## src/rtl/id_stage_pipe_pkg.sv

```systemverilog
// Shared decode constants, ID/EX bundle and FSM encoding for id_stage_pipe.
// Shift decoding is enabled by defining ID_SHIFT_EN.
package id_stage_pipe_pkg;

  localparam logic [5:0] OP_SPECIAL = 6'b000000;
  localparam logic [5:0] OP_ANDI    = 6'b001100;
  localparam logic [5:0] OP_ORI     = 6'b001101;
  localparam logic [5:0] OP_XORI    = 6'b001110;
  localparam logic [5:0] OP_LUI     = 6'b001111;
  localparam logic [5:0] OP_PREF    = 6'b110011;

  localparam logic [5:0] FN_SLL  = 6'b000000;
  localparam logic [5:0] FN_SRL  = 6'b000010;
  localparam logic [5:0] FN_SRA  = 6'b000011;
  localparam logic [5:0] FN_SLLV = 6'b000100;
  localparam logic [5:0] FN_SRLV = 6'b000110;
  localparam logic [5:0] FN_SRAV = 6'b000111;
  localparam logic [5:0] FN_SYNC = 6'b001111;
  localparam logic [5:0] FN_AND  = 6'b100100;
  localparam logic [5:0] FN_OR   = 6'b100101;
  localparam logic [5:0] FN_XOR  = 6'b100110;
  localparam logic [5:0] FN_NOR  = 6'b100111;

  localparam logic [7:0] ALU_NOP = 8'b00000000;
  localparam logic [7:0] ALU_AND = 8'b00100100;
  localparam logic [7:0] ALU_OR  = 8'b00100101;
  localparam logic [7:0] ALU_XOR = 8'b00100110;
  localparam logic [7:0] ALU_NOR = 8'b00100111;
  localparam logic [7:0] ALU_SLL = 8'b01111100;
  localparam logic [7:0] ALU_SRL = 8'b00000010;
  localparam logic [7:0] ALU_SRA = 8'b00000011;

  localparam logic [2:0] SEL_NOP   = 3'b000;
  localparam logic [2:0] SEL_LOGIC = 3'b001;
  localparam logic [2:0] SEL_SHIFT = 3'b010;

  typedef enum logic {ST_RUN, ST_STALL} state_e;

  typedef struct packed {
    logic        valid;
    logic [31:0] pc;
    logic [7:0]  aluop;
    logic [2:0]  alusel;
    logic [31:0] reg1;
    logic [31:0] reg2;
    logic [4:0]  wd;
    logic        wreg;
    logic        inv;
  } id_ex_t;

  typedef struct packed {
    logic [7:0]  aluop;
    logic [2:0]  alusel;
    logic        wreg;
    logic [4:0]  wd;
    logic        re1;
    logic        re2;
    logic [31:0] imm;
    logic        inv;
  } dec_t;

  localparam id_ex_t ID_EX_BUBBLE = '0;

  localparam dec_t DEC_NOP = '{
    aluop: ALU_NOP, alusel: SEL_NOP, wreg: 1'b0, wd: 5'd0,
    re1: 1'b0, re2: 1'b0, imm: 32'h0, inv: 1'b0};

  localparam dec_t DEC_INVALID = '{
    aluop: ALU_NOP, alusel: SEL_NOP, wreg: 1'b0, wd: 5'd0,
    re1: 1'b0, re2: 1'b0, imm: 32'h0, inv: 1'b1};

  function automatic dec_t mk_dec(
    input logic [7:0]  aluop,
    input logic [2:0]  alusel,
    input logic [4:0]  wd,
    input logic        re1,
    input logic        re2,
    input logic [31:0] imm
  );
    mk_dec = '{aluop: aluop, alusel: alusel, wreg: 1'b1, wd: wd,
               re1: re1, re2: re2, imm: imm, inv: 1'b0};
  endfunction

endpackage

```

## src/rtl/id_stage_pipe_fwd_mux.sv

```systemverilog
// Operand select for one read port: immediate, $0, youngest forward, regfile.
module id_fwd_mux #(
  parameter int NUM_FWD = 2
) (
  input  logic [4:0]            addr,
  input  logic                  re,
  input  logic [31:0]           rdata,
  input  logic [31:0]           imm,
  input  logic [NUM_FWD-1:0]    fwd_wreg,
  input  logic [NUM_FWD*5-1:0]  fwd_wd,
  input  logic [NUM_FWD*32-1:0] fwd_wdata,
  output logic [31:0]           operand
);

  always_comb begin
    operand = rdata;
    // walk oldest to youngest so the lowest index wins
    for (int k = NUM_FWD - 1; k >= 0; k--) begin
      if (fwd_wreg[k] && fwd_wd[k*5 +: 5] == addr)
        operand = fwd_wdata[k*32 +: 32];
    end
    if (addr == 5'd0) operand = 32'h0;
    if (!re) operand = imm;
  end

endmodule

```

## src/rtl/id_stage_pipe.sv

```systemverilog
// MIPS32 decode stage with forwarding, load-use stall FSM and ID/EX register.
// Define ID_SHIFT_EN to decode SLL/SRL/SRA/SLLV/SRLV/SRAV.
module id_stage_pipe
  import id_stage_pipe_pkg::*;
#(
  parameter int NUM_FWD  = 2,
  parameter int LOAD_LAT = 1
) (
  input  logic                  clk,
  input  logic                  rst,
  input  logic                  valid_i,
  input  logic [31:0]           pc_i,
  input  logic [31:0]           inst_i,
  input  logic [31:0]           reg1_data_i,
  input  logic [31:0]           reg2_data_i,
  output logic                  reg1_read_o,
  output logic                  reg2_read_o,
  output logic [4:0]            reg1_addr_o,
  output logic [4:0]            reg2_addr_o,
  input  logic [NUM_FWD-1:0]    fwd_wreg_i,
  input  logic [NUM_FWD*5-1:0]  fwd_wd_i,
  input  logic [NUM_FWD*32-1:0] fwd_wdata_i,
  input  logic                  ex_load_i,
  input  logic                  hold_i,
  input  logic                  flush_i,
  output logic                  stall_req_o,
  output logic                  ex_valid_o,
  output logic [31:0]           ex_pc_o,
  output logic [7:0]            aluop_o,
  output logic [2:0]            alusel_o,
  output logic [31:0]           reg1_o,
  output logic [31:0]           reg2_o,
  output logic [4:0]            wd_o,
  output logic                  wreg_o,
  output logic                  inst_invalid_o
);

  logic [5:0]  op, fn;
  logic [4:0]  rs, rt, rd;
  logic [31:0] zimm, limm;
  dec_t        dec;
  logic [31:0] op1, op2;
  logic        hazard;
  state_e      state, state_n;
  logic [2:0]  cnt, cnt_n;
  id_ex_t      ex, ex_n, issue;

  assign op   = inst_i[31:26];
  assign rs   = inst_i[25:21];
  assign rt   = inst_i[20:16];
  assign rd   = inst_i[15:11];
  assign fn   = inst_i[5:0];
  assign zimm = {16'h0, inst_i[15:0]};
  assign limm = {inst_i[15:0], 16'h0};

`ifdef ID_SHIFT_EN
  logic [31:0] sa_imm;
  assign sa_imm = {27'h0, inst_i[10:6]};
`else
  logic unused_sa;
  assign unused_sa = ^inst_i[10:6];
`endif

  always_comb begin
    dec = DEC_INVALID;
    case (op)
      OP_SPECIAL: begin
        case (fn)
          FN_AND:  dec = mk_dec(ALU_AND, SEL_LOGIC, rd, 1'b1, 1'b1, '0);
          FN_OR:   dec = mk_dec(ALU_OR,  SEL_LOGIC, rd, 1'b1, 1'b1, '0);
          FN_XOR:  dec = mk_dec(ALU_XOR, SEL_LOGIC, rd, 1'b1, 1'b1, '0);
          FN_NOR:  dec = mk_dec(ALU_NOR, SEL_LOGIC, rd, 1'b1, 1'b1, '0);
          FN_SYNC: dec = DEC_NOP;
`ifdef ID_SHIFT_EN
          FN_SLL:  dec = mk_dec(ALU_SLL, SEL_SHIFT, rd, 1'b0, 1'b1, sa_imm);
          FN_SRL:  dec = mk_dec(ALU_SRL, SEL_SHIFT, rd, 1'b0, 1'b1, sa_imm);
          FN_SRA:  dec = mk_dec(ALU_SRA, SEL_SHIFT, rd, 1'b0, 1'b1, sa_imm);
          FN_SLLV: dec = mk_dec(ALU_SLL, SEL_SHIFT, rd, 1'b1, 1'b1, '0);
          FN_SRLV: dec = mk_dec(ALU_SRL, SEL_SHIFT, rd, 1'b1, 1'b1, '0);
          FN_SRAV: dec = mk_dec(ALU_SRA, SEL_SHIFT, rd, 1'b1, 1'b1, '0);
`endif
          default: dec = DEC_INVALID;
        endcase
      end
      OP_ANDI: dec = mk_dec(ALU_AND, SEL_LOGIC, rt, 1'b1, 1'b0, zimm);
      OP_ORI:  dec = mk_dec(ALU_OR,  SEL_LOGIC, rt, 1'b1, 1'b0, zimm);
      OP_XORI: dec = mk_dec(ALU_XOR, SEL_LOGIC, rt, 1'b1, 1'b0, zimm);
      OP_LUI:  dec = mk_dec(ALU_OR,  SEL_LOGIC, rt, 1'b1, 1'b0, limm);
      OP_PREF: dec = DEC_NOP;
      default: dec = DEC_INVALID;
    endcase
  end

  assign reg1_addr_o = rs;
  assign reg2_addr_o = rt;
  assign reg1_read_o = dec.re1;
  assign reg2_read_o = dec.re2;

  id_fwd_mux #(.NUM_FWD(NUM_FWD)) u_fwd1 (
    .addr(rs), .re(dec.re1), .rdata(reg1_data_i), .imm(dec.imm),
    .fwd_wreg(fwd_wreg_i), .fwd_wd(fwd_wd_i),
    .fwd_wdata(fwd_wdata_i), .operand(op1)
  );

  id_fwd_mux #(.NUM_FWD(NUM_FWD)) u_fwd2 (
    .addr(rt), .re(dec.re2), .rdata(reg2_data_i), .imm(dec.imm),
    .fwd_wreg(fwd_wreg_i), .fwd_wd(fwd_wd_i),
    .fwd_wdata(fwd_wdata_i), .operand(op2)
  );

  // slot 0 is the load still in EX; its data is not ready yet
  assign hazard = state == ST_RUN && valid_i && ex_load_i
               && fwd_wreg_i[0] && fwd_wd_i[4:0] != 5'd0
               && ((dec.re1 && fwd_wd_i[4:0] == rs)
                || (dec.re2 && fwd_wd_i[4:0] == rt));

  assign issue = '{valid: 1'b1, pc: pc_i, aluop: dec.aluop,
                   alusel: dec.alusel, reg1: op1, reg2: op2,
                   wd: dec.wd, wreg: dec.wreg, inv: dec.inv};

  always_comb begin
    state_n     = state;
    cnt_n       = cnt;
    stall_req_o = 1'b0;
    ex_n        = valid_i ? issue : ID_EX_BUBBLE;
    unique case (state)
      ST_RUN: begin
        stall_req_o = hazard;
        if (hazard) begin
          state_n = ST_STALL;
          cnt_n   = 3'(LOAD_LAT - 1);
          ex_n    = ID_EX_BUBBLE;
        end
      end
      ST_STALL: begin
        stall_req_o = cnt != 3'd0;
        if (cnt != 3'd0) begin
          cnt_n = cnt - 3'd1;
          ex_n  = ID_EX_BUBBLE;
        end else begin
          state_n = ST_RUN;
        end
      end
      default: state_n = ST_RUN;
    endcase
  end

  always_ff @(posedge clk or negedge rst) begin
    if (!rst) begin
      ex    <= ID_EX_BUBBLE;
      state <= ST_RUN;
      cnt   <= 3'd0;
    end else if (flush_i) begin
      ex    <= ID_EX_BUBBLE;
      state <= ST_RUN;
      cnt   <= 3'd0;
    end else if (!hold_i) begin
      ex    <= ex_n;
      state <= state_n;
      cnt   <= cnt_n;
    end
  end

  assign ex_valid_o     = ex.valid;
  assign ex_pc_o        = ex.pc;
  assign aluop_o        = ex.aluop;
  assign alusel_o       = ex.alusel;
  assign reg1_o         = ex.reg1;
  assign reg2_o         = ex.reg2;
  assign wd_o           = ex.wd;
  assign wreg_o         = ex.wreg;
  assign inst_invalid_o = ex.inv;

endmodule

```

## config.mk

```make
export PLATFORM = sky130hd
export DESIGN_NAME = id_stage_pipe
export DESIGN_NICKNAME = d
export VERILOG_FILES = /design/src/rtl/id_stage_pipe_pkg.sv /design/src/rtl/id_stage_pipe_fwd_mux.sv /design/src/rtl/id_stage_pipe.sv
export SDC_FILE = /design/constraint.sdc
export NUM_CORES = 1
export LEC_CHECK = 0
export BUFFER_PORTS_ARGS = -buffer_cell sky130_fd_sc_hd__buf_2
export CORE_MARGIN = 1
export CORE_UTILIZATION = 40
export DETAILED_ROUTE_END_ITERATION = 12
export PLACE_DENSITY = 0.79
export SLEW_MARGIN = 5
export SYNTH_ARGS = -nofsm -noshare
export SYNTH_HDL_FRONTEND = slang
export SYNTH_HIERARCHICAL = 1
export SYNTH_SLANG_ARGS = --single-unit
```

## constraint.sdc

```tcl
create_clock -name clk -period 2.4 [get_ports clk]
set_clock_uncertainty 0.2 [all_clocks]
set_input_delay 0.48 -clock clk [delete_from_list [all_inputs] [get_ports clk]]
set_output_delay 0.48 -clock clk [all_outputs]
set_load 0.01 [all_outputs]
```

==> summary.md, run 1 <==
| Metric | Value |
|---|---|
| Setup crit end | stall_req_o |
| Buf+Inv Stages, Crit Path | 5 |
| Worst-Margin Slew | slightly below 0.7 ns |
| Post-CTS Hold Buffers | 0 |
| Endpoints failing hold | 23 |
| DR vias | between 7000 and 8000 |
| Worst path slowest cell | nor4bb_4 |
| # rows | between 40 and 50 |
| Slew HR | between 50% and 60% |
| R2r setup slk | roughly 0.14 ns |
| Ys flop type | dfrtp_1 |
| Layout cells sized above 1 | a little over two fifths |
| DRT iter0 DRCs | just over 600 |
| CP startpoint | inst_i[4] |
| Grt total ovfl | 0 |
| Crit path cell chain | buf_8 -> nor4bb_4 -> buf_4 -> and3_4 -> buf_6 -> nand4_1 -> and3_4 -> inv_2 -> buf_6 |
| H-tree Lvls | 3 |
| Port bufs | 331 |
| FMAX | just over 400 MHz |
| CP max stage delay | between 0.2 and 0.3 ns |
| Number of remaining DRC errors | 0 |
| Initial Utilization | around 41% |
| CP startpoint kind | primary input |
| First-pass GRT wire length | 38400 um |
| Post-synthesis instance area | around 0.007 sq mm |
| Final worst path period share | 101% |
| Max clock buf depth | 2 |
| Clock Latency Late Sink | about 0.35 ns |
| Worst r2r path cells | 7 |
| Final ANT Viol Nets | 0 |
| Final nets | 1251 |
| Die width | ~140 um |
| Fillcell total | 1546 |
| Aggregate global-route resource usage | between 20% and 30% |
| Sequential share of the synthesized area | about two fifths |
| Power per cell area | 430 mW/mm^2 |
| Flops & latches, synth | 110 |
| Final wirelength | between 20000 and 30000 um |
| Pleak | ~4.8 nW |
| Drt wl/cell | approximately 21 um |
| Setup TNS | -0.0198 ns |
| Initial antenna violation count | 1 |
| Layout overhead on the synthesized area | 35.3% |
| DP Wirelength | a little under 20000 um |
| Mapped Cells | around 700 |
| DRT Pass-1 Iters | 5 |
| Slew Viols, Final | 0 |
| Stages on the worst setup path | 9 |
| CP top delay family | simple AND/OR/NAND/NOR gates |
| Final hold slack | -0.0526 ns |
| Worst Path Required | approximately 1.7 ns |
| Tmin final | roughly 2.4 ns |
| Post-synth EDFFs | 0 |
| Largest net degree at the start of global routing | approximately 110 |
| Core area | about 0.017 sq mm |
| Max Cap Viol | 0 |
| PnR Total Power | ~4.2 mW |
| Clock sink count | 110 |
| FF-to-FF Start | state |
| Type of the tightest min-delay check | primary input to async pin |
| FF-to-FF End | ex_pc_o[0] |
| Distinct cell type count after synthesis | 45 |
| Via/cell ratio | 5.82 |
| CTS tree | yes |
| Status | complete, but fails checks |
| Placer Congestion | approximately 0.92 |
| CP Max Fanout | 3 |
| Warnings, synthesis | 6 |
| Total die area | around 0.018 sq mm |
| Vias in the first global route | 6940 |
| Final setup vio count | 1 |
| Peak VDD IR | about 0.48 mV |
| Die height | ~140 um |
| Mean area per synthesized cell | about 10 sq um |
| Violated checks | hold timing, setup timing |
| CP Capture Type | output pin |
| Asr flop ratio synth | 100% |
| Arr. time, crit path | roughly 1.7 ns |
| I/O Pins | 338 |
| Clk pin slew, worst setup/hold paths | about 0.080 ns |
| Root Driver | clkbuf_16 |
| Kind of critical path | primary input to output pin |
| RSZ-0062 raised after global routing | true |
| CTS buffer count | 9 |
| Setup ws final | -0.0198 ns |
==> worst reg2reg max path, cell delays in order, from the launching register on <==
cell and delay, ns:
dfrtp_1 0.41, nand4b_1 0.22, a21oi_2 0.20, nand4b_1 0.16, and3_4 0.22, buf_4 0.15
buf_12 0.20, a32o_1 0.37
==> routing by layer <==
layer,share of wire (%),up-vias,routed length [um],track usage [%]
li1,-,3318,-,-
met1,39,3603,10100,34.5
met2,49,427,12800,46.4
met3,10,42,2710,7.26
met4,2.4,0,620,9.30
met5,0,-,0,0
==> where the power goes <==
group | switching, mW | total (mW) | internal (mW) | leakage (nW)
sequential | 0.0168 | 1.90 | 1.88 | 1.52
clock | 0.736 | 1.56 | 0.826 | 0.148
combinational | 0.391 | 0.711 | 0.320 | 3.09
==> final cells by class <==
| cell class | instances | area [sq um] | area share [%] |
|---|---|---|---|
| multi-input combinational | 505 | 3840 | 39.6 |
| sequential | 110 | 2750 | 28.4 |
| timing repair buffer | 405 | 2480 | 25.6 |
| tap | 225 | 282 | 2.91 |
| clock buffer | 9 | 225 | 2.32 |
| clock inverter | 7 | 80.1 | 0.826 |
| inverter | 8 | 30.0 | 0.310 |
| antenna | 1 | 2.50 | 0.0258 |
==> timing repair <==
action                                  in CTS  in global routing
endpoints found under the setup margin       2                  2
gates cloned                                 0                  0
pin swaps                                    3                  3
setup buffers                                3                  3
gates resized for setup                      9                  7
==> how the worst min path moves through the flow <==
stage | to | slack [ns] | cells past startpoint
global placement | ex_pc_o[22] | 0.27 | 1
global route | reg2_o[19] | 0.03 | 2
CTS | reg2_o[19] | 0.03 | 2
detailed placement | ex_pc_o[20] | 0.28 | 1
floorplan | aluop_o[0] | -0.02 | 0
finish | reg2_o[19] | -0.05 | 2
==> cells in the mapped netlist (all sizes together), types with 6 or more instances <==
master | n | area, sq um
buf | 40 | 389
nor2b | 66 | 413
a32o | 104 | 1040
a22o | 8 | 70.1
o21ai | 69 | 353
a21oi | 67 | 335
dfrtp | 110 | 2750
nor3 | 8 | 55.1
xnor2 | 12 | 105
mux2i | 64 | 641
and2 | 32 | 200
xor2 | 18 | 158
inv | 8 | 30.0
nand4 | 6 | 37.5
clkbuf | 44 | 233
nand2 | 6 | 22.5
==> logic make-up after synthesis <==
| group | count (synthesis) | synth area share, % |
|---|---|---|
| AOI/OAI and AO/OA | 259 | 26.7 |
| and+or+nand+nor | 144 | 12.7 |
| DFF | 110 | 38.4 |
| buffers and inverters | 92 | 9.11 |
| muxes | 64 | 8.95 |
| xor gates and xnor gates | 30 | 3.67 |
| adders and majority gates | 2 | 0.349 |
| other | 1 | 0.0524 |
==> sequential cells by signal, summed over array words and instances, names as in the netlist <==
signal,count
reg2_o,32
ex_pc_o,32
wd_o,5
cnt,3
ex_valid_o,1
aluop_o,3
inst_invalid_o,1
state,1
reg1_o,32
==> placed cells by master, fill, tap and decap left out, drive strengths merged, types with 9 or more instances in the layout <==
cell / count
buf: 405
dfrtp: 110
a32o: 104
o21ai: 69
a21oi: 67
nor2b: 66
mux2i: 64
and2: 32
xor2: 18
xnor2: 12
inv: 11
clkbuf: 9
==> metrics by stage <==
stage / utilization, % / worst slack [ns] / hold slack, ns / instances / area (sq um)
floorplan: - / -0.00694 / -0.0156 / 707 / 7190
global placement: 53.2 / -0.181 / 0.268 / 1247 / 9270
detailed placement: 53.2 / -0.233 / 0.276 / 1247 / 9270
CTS: 55.3 / -0.0126 / 0.0289 / 1266 / 9640
global route: 55.6 / -0.0646 / 0.0316 / 1270 / 9690
finish: 55.6 / -0.0198 / -0.0526 / 1270 / 9690
Power figures use the tool's default switching activity.
==> inputs of run 2 (changes only) <==
--- a/config.mk
+++ b/config.mk
@@ -6,12 +6,12 @@
 export NUM_CORES = 1
 export LEC_CHECK = 0
 export BUFFER_PORTS_ARGS = -buffer_cell sky130_fd_sc_hd__buf_2
-export CORE_MARGIN = 1
-export CORE_UTILIZATION = 40
+export CORE_AREA = 2 2 130 132
 export DETAILED_ROUTE_END_ITERATION = 12
-export PLACE_DENSITY = 0.79
+export DIE_AREA = 0 0 132 134
+export GPL_TIMING_DRIVEN = 0
+export PLACE_DENSITY = 0.8
 export SLEW_MARGIN = 5
 export SYNTH_ARGS = -nofsm -noshare
 export SYNTH_HDL_FRONTEND = slang
-export SYNTH_HIERARCHICAL = 1
 export SYNTH_SLANG_ARGS = --single-unit
==> run 2 against run 1 <==
  * The run ends with setup timing left
  * Hold slack improved by 0.19 ns
  * Total power is 2.3% lower
  * Largest power group unchanged
  * Synthesized cell count is 13% lower
  * Sequential power about the same
  * Combinational power shrank 2%
  * Utilization decreased by 0.82 points
  * Clock power fell by 4%
  * Largest cell class unchanged
  * Global-route usage decreased by 0.61 points
  * Via count shrank 11%
  * Clock-buffer cell count unchanged
==> summary.md, run 2 <==
| Metric | Value |
|---|---|
| FF-to-FF End | reg2_o[13] |
| Placer Congestion | ~0.88 |
| Worst r2r path cells | 9 |
| Fillcell total | ~1500 |
| Worst hold stages | 2 |
| Final nets | between 1000 and 1500 |
| Drt wl/cell | roughly 20 um |
| Most frequent cells in the layout | buf_2 (332), dfrtp_1 (109), a22o_1 (79) |
| Setup ws final | -0.0350 ns |
| Synth top area share | between 40% and 50% |
| Vias in the first global route | between 6000 and 7000 |
| Buf+Inv Stages, Crit Path | 2 |
| Final ANT Viol Nets | 0 |
| Power per cell area | between 400 and 500 mW/mm^2 |
| Ranking of synthesized cells by instance count | dfrtp_1 (110), a22o_1 (79), o21ai_0 (66) |
| Final non-filler cell total | 1198 |
| Core area | between 0.015 and 0.02 sq mm |
| Post-route cell area | 0.00893 sq mm |
| Post-synth EDFFs | 0 |
| Kind of critical path | primary input to output pin |
| Violated checks | setup timing |
| CTS tree | yes |
| CP startpoint kind | primary input |
| DP Wirelength | between 15000 and 20000 um |
| Post-synthesis instance area | around 0.0064 sq mm |
| Max Cap Viol | 0 |
| Tmin final | 2.44 ns |
| Placed cell areas | between 0.008 and 0.009 sq mm |
| Mean area per synthesized cell | 10.4 sq um |
| H-tree Lvls | 3 |
| FF-to-FF Start | state |
| Port bufs | roughly 330 |
| Slew Viols, Final | 0 |
| Register Area | 0.00275 sq mm |
| Count leader, synth | dfrtp_1 |
| Max clock buf depth | 2 |
| Place WS | -0.751 ns |
| Clock Latency Late Sink | ~0.35 ns |
| Status | complete, but fails checks |
| Area leader, netlist | dfrtp_1 |
| Initial Utilization | roughly two fifths |
| CP max stage delay | 0.55 ns |
| Root Driver | clkbuf_16 |
| Sequential share of the synthesized area | 43.1% |
| CTS buffer count | 9 |
| Peak VDD IR | approximately 0.31 mV |
| Total die area | around 0.018 sq mm |
| DRT iter0 DRCs | roughly 330 |
| DR vias | between 6000 and 7000 |
| Multi-input gate area | about 0.0033 sq mm |
| Clock sink count | 110 |
| R2r setup slk | 0 ns |
| CP top delay family | simple AND/OR/NAND/NOR gates |
| Slew HR | approximately 56% |
| Hold Crit Start | pc_i[11] |
| Mapped Cells | between 600 and 700 |
| Die width | approximately 130 um |
| Worst path slowest cell | or4_4 |
| Warnings, synthesis | 0 |
| Final worst path period share | 101% |
| FMAX | ~410 MHz |
| Layout overhead on the synthesized area | 39.8% |
| Final Util | a little over half |
| Distinct cell type count after synthesis | 50 |
| First-pass GRT wire length | roughly 37000 um |
| Number of remaining DRC errors | 0 |
| Most common cell after layout, fill and taps aside | buf_2 |
| Arr. time, crit path | 1.76 ns |
| CP Max Fanout | 4 |
| DRT Pass-1 Iters | 5 |
| I/O Pins | 338 |
| Flops & latches, synth | 110 |
| Final setup vio count | 1 |
| Layout cells sized above 1 | approximately 46% |
| Aggregate global-route resource usage | roughly 27% |
| Top cells by area, synth | dfrtp_1 (43%), a22o_1 (11%), mux2i_1 (8.6%) |
| CP startpoint | fwd_wd_i[1] |
| Ys flop type | dfrtp_1 |
| Initial antenna violation count | 3 |
| CP Capture Type | output pin |
| Type of the tightest min-delay check | primary input to flop |
| Final wirelength | about 25000 um |
| Largest net degree at the start of global routing | between 60 and 70 |
| RSZ-0062 raised after global routing | true |
| Endpoints failing hold | 0 |
| Worst Path Required | around 1.7 ns |
| Placed Cells | ~1200 |
| Worst-Margin Slew | 0.665 ns |
| Crit path cell chain | buf_2 -> or4_4 -> o211a_4 -> nand2_2 -> nand3_2 -> buf_6 |
| Via/cell ratio | between 5 and 6 |
| Clk pin slew, worst setup/hold paths | approximately 0.08 ns |
| Pleak | roughly 4.7 nW |
| Asr flop ratio synth | 100% |
| Die height | around 130 um |
| Grt total ovfl | 0 |
| Hold worst-path end | ex_pc_o[11] |
| # rows | 47 |
[run 2: worst max path at each step]
stage             endpoint  slack (ns)  cells after the start
5_1_grt        stall_req_o       -0.08                      5
4_1_cts        stall_req_o       -0.04                      5
2_1_floorplan   reg2_o[10]        0.10                      6
6_report       stall_req_o       -0.04                      6
3_5_place_dp    reg2_o[30]       -0.75                      8
3_3_place_gp     reg2_o[8]       -0.67                      8
[run 2: metal layers]
metal,global-route usage (%),share of wire (%),vias to the layer above
li1,-,-,3043
met1,34.5,43,3188
met2,47.2,49,304
met3,5.71,6.8,24
met4,6.76,1.3,2
met5,0,0.057,-
[run 2: kinds of logic (layout without fill, tap and decap cells)]
kind of cell	count (synthesis)	after routing	synth area share, %
AOI/OAI and AO/OA	216	216	26.2
xor gates and xnor gates	20	20	2.74
adders and majority gates	2	2	0.392
buffers and inverters	81	440	6.68
DFF	110	110	43.1
muxes	75	75	12.1
other	1	7	0.0587
and+or+nand+nor	108	108	8.68
[run 2: repair_timing]
item | CTS | global route
hold buffers | 1 | 0
resized for setup | 23 | 36
endpoints found under the hold margin | 47 | 0
setup buffers | 3 | 8
cloned | 0 | 0
pin swaps | 2 | 9
endpoints found under the setup margin | 107 | 106
[run 2: power by group]
part,switching (mW),leakage (nW),internal (mW)
Clock,0.756,0.136,0.730
Combinational,0.387,3.03,0.312
Sequential,0.0138,1.52,1.88
Total,1.16,4.69,2.92
[run 2: layout make-up]
cell class              count  area share (%)
multi-input cells         427            37.1
flip-flops and latches    110            30.8
repair buffers            344            20.2
plain buffers              73            5.23
well taps                 220            3.08
clock buffers               9            2.52
clock inverters             7           0.715
inverters                   7           0.294
diodes                      1          0.0280
[run 2: metrics by stage]
stage / TNS [ns] / hold WS [ns] / power, mW
6_report: -0.0350 / 0.136 / 4.08
3_3_place_gp: -113.02 / 0.263 / 2.58
4_1_cts: -0.0377 / 0.131 / 4.09
3_5_place_dp: -50.17 / 0.239 / 2.60
5_1_grt: -1.20 / 0.126 / 4.25
2_1_floorplan: 0 / -0.0156 / 2.21
==> inputs of run 3 (changes only) <==
==> constraint.sdc (replaced) <==
create_clock -name clk -period 2.4 [get_ports clk]
set_clock_uncertainty 0.2 [all_clocks]
set_input_delay 0.48 -clock clk [delete_from_list [all_inputs] [get_ports clk]]
set_output_delay 0.48 -clock clk [all_outputs]
set_load 0.1 [all_outputs]
==> run 3 against run 2 <==
  * The flow still finishes with violations (setup timing)
  * Wire length increased by 3.8%
  * Cell area increased by 1.5%
  * Fmax decreased by 3.1%
  * Clock power rose by 7%
  * Sequential power barely moved
  * Clock-buffer cell count did not move
  * Global-route usage up 0.75 points
  * Sequential cell count unchanged
  * Total power is 10% higher
==> summary.md, run 3 (synthesis results as in run 2) <==
| Metric | Value |
|---|---|
| Kind of critical path | flop to output pin |
| H-tree Lvls | 3 |
| Die height | between 100 and 150 um |
| GR peak layer | met2 |
| DRT iter0 DRCs | 248 |
| FMAX | ~400 MHz |
| GRT met3 Usage | about 5.4% |
| CP startpoint kind | flop |
| Worst r2r path cells | 9 |
| Worst hold stages | 2 |
| Initial antenna violation count | 0 |
| Fillcell total | 1482 |
| CP Max Fanout | 3 |
| Aggregate global-route resource usage | between 20% and 30% |
| Final wirelength | approximately 25000 um |
| Die width | 132 um |
| Hold worst-path end | ex_pc_o[4] |
| Endpoints failing hold | 0 |
| Slew HR | approximately 49% |
| Pleak | between 4 and 5 nW |
| Vias in the first global route | 6526 |
| Final Util | 55.6% |
| Placer Congestion | approximately 0.86 |
| Multi-input gate area | ~0.0033 sq mm |
| Tmin final | ~2.5 ns |
| Worst-Margin Slew | between 0.7 and 0.8 ns |
| Power per cell area | 495 mW/mm^2 |
| PnR Total Power | roughly 4.5 mW |
| Max Cap Viol | 0 |
| FF-to-FF Start | state |
| Clock sink count | 110 |
| DRT Pass-1 Iters | 5 |
| Clock Latency Late Sink | about 0.35 ns |
| CTS buffer count | 9 |
| Setup ws final | -0.112 ns |
| Clk pin slew, worst setup/hold paths | approximately 0.08 ns |
| Slew Viols, Final | 0 |
| RSZ-0062 raised after global routing | true |
| Initial Utilization | 39.2% |
| Final ANT Viol Nets | 0 |
| Number of remaining DRC errors | 0 |
| DP Wirelength | between 15000 and 20000 um |
| Worst Path Required | ~1.7 ns |
| Layout overhead on the synthesized area | 41.9% |
| Max clock buf depth | 2 |
| Final worst path period share | 105% |
| Type of the tightest min-delay check | primary input to flop |
| GR Util met1 | a little over a third |
| Core area | roughly 0.016 sq mm |
| Port bufs | approximately 330 |
| First-pass GRT wire length | about 38000 um |
| Arr. time, crit path | 1.83 ns |
| Drt wl/cell | ~21 um |
| Violated checks | setup timing |
| Place WS | -0.793 ns |
| Most frequent cells in the layout | buf_2 (328), dfrtp_1 (109), a22o_1 (79) |
| GR Layer Usage met2 | between 40% and 50% |
| FF-to-FF End | reg1_o[26] |
| Status | complete, but fails checks |
| Most common cell after layout, fill and taps aside | buf_2 |
| Via/cell ratio | approximately 5.5 |
| Grt total ovfl | 0 |
| I/O Pins | 338 |
| Root Driver | clkbuf_16 |
| # rows | 47 |
| CP Capture Type | output pin |
| Hold Crit Start | pc_i[4] |
| Final setup vio count | 20 |
| Register Area | 0.00275 sq mm |
| Diodes inserted | 0 |
| CTS tree | yes |
| Total die area | 0.0177 sq mm |
| R2r setup slk | -0.06 ns |
| DR vias | 6652 |
| Layout cells sized above 1 | 46.4% |
| Final nets | 1187 |
| Peak VDD IR | around 0.31 mV |
| Largest net degree at the start of global routing | 66 |
| Final non-filler cell total | 1200 |
| Placed Cells | roughly 1200 |
==> run 3: cell types whose count changed in the layout (fill, tap and decap cells not counted), sizes merged <==
cell | before | now
clkinvlp | 2 | 0
clkbuf | 41 | 45
buf | 384 | 383
diode | 1 | 0
inv | 11 | 12
bufinv | 0 | 1
==> run 3: cell type report <==
| type | count | area share (%) |
|---|---|---|
| clock inverters | 7 | 0.966 |
| multi-input cells | 427 | 36.7 |
| well taps | 220 | 3.04 |
| repair buffers | 347 | 20.8 |
| clock buffers | 9 | 2.48 |
| inverters | 7 | 0.290 |
| flip-flops and latches | 110 | 30.4 |
| plain buffers | 73 | 5.30 |
==> run 3: where the power goes <==
group          internal (mW)  switching, mW  total, mW
logic                  0.316          0.682      0.998
clock network          0.839          0.756       1.60
registers               1.88         0.0149       1.89
total                   3.03           1.45       4.49
==> run 3: worst max-delay path by stage <==
stage | slack, ns | startpoint | to | cells past startpoint
2_1_floorplan | 0.02 | fwd_wd_i[1] | stall_req_o | 4
3_3_place_gp | -0.74 | inst_i[19] | reg2_o[17] | 8
3_5_place_dp | -0.79 | inst_i[18] | reg2_o[17] | 8
4_1_cts | -0.11 | state | stall_req_o | 5
5_1_grt | -0.14 | state | stall_req_o | 5
6_report | -0.11 | state | stall_req_o | 5
==> run 3: repair_timing <==
item	CTS	global route
setup buffers	3	9
pin swaps	3	8
setup endpoints to repair	109	65
resized for setup	35	28
gates cloned	0	2
hold endpoints to repair	45	0
hold buffers	1	0
==> run 3: per-layer routing <==
metal	wire, um	up-vias
met3	1760	32
li1	-	3050
met4	630	0
met1	10700	3268
met2	12400	302
met5	0	-
==> run 3: worst max-delay path, stage by stage (launching register included) <==
cell      delay [ns]
dfrtp_2         0.42
and4b_1         0.28
o211ai_2        0.11
or3_4           0.37
nand3_4         0.11
buf_12          0.17
==> run 3: stage by stage <==
step	area [sq um]	TNS [ns]	hold WS (ns)
global route	9060	-1.57	0.126
finish	9060	-0.862	0.133
global placement	8370	-118.64	0.262
CTS	8870	-0.107	0.123
floorplan	6440	0	-0.0156
detailed placement	8410	-49.67	0.247
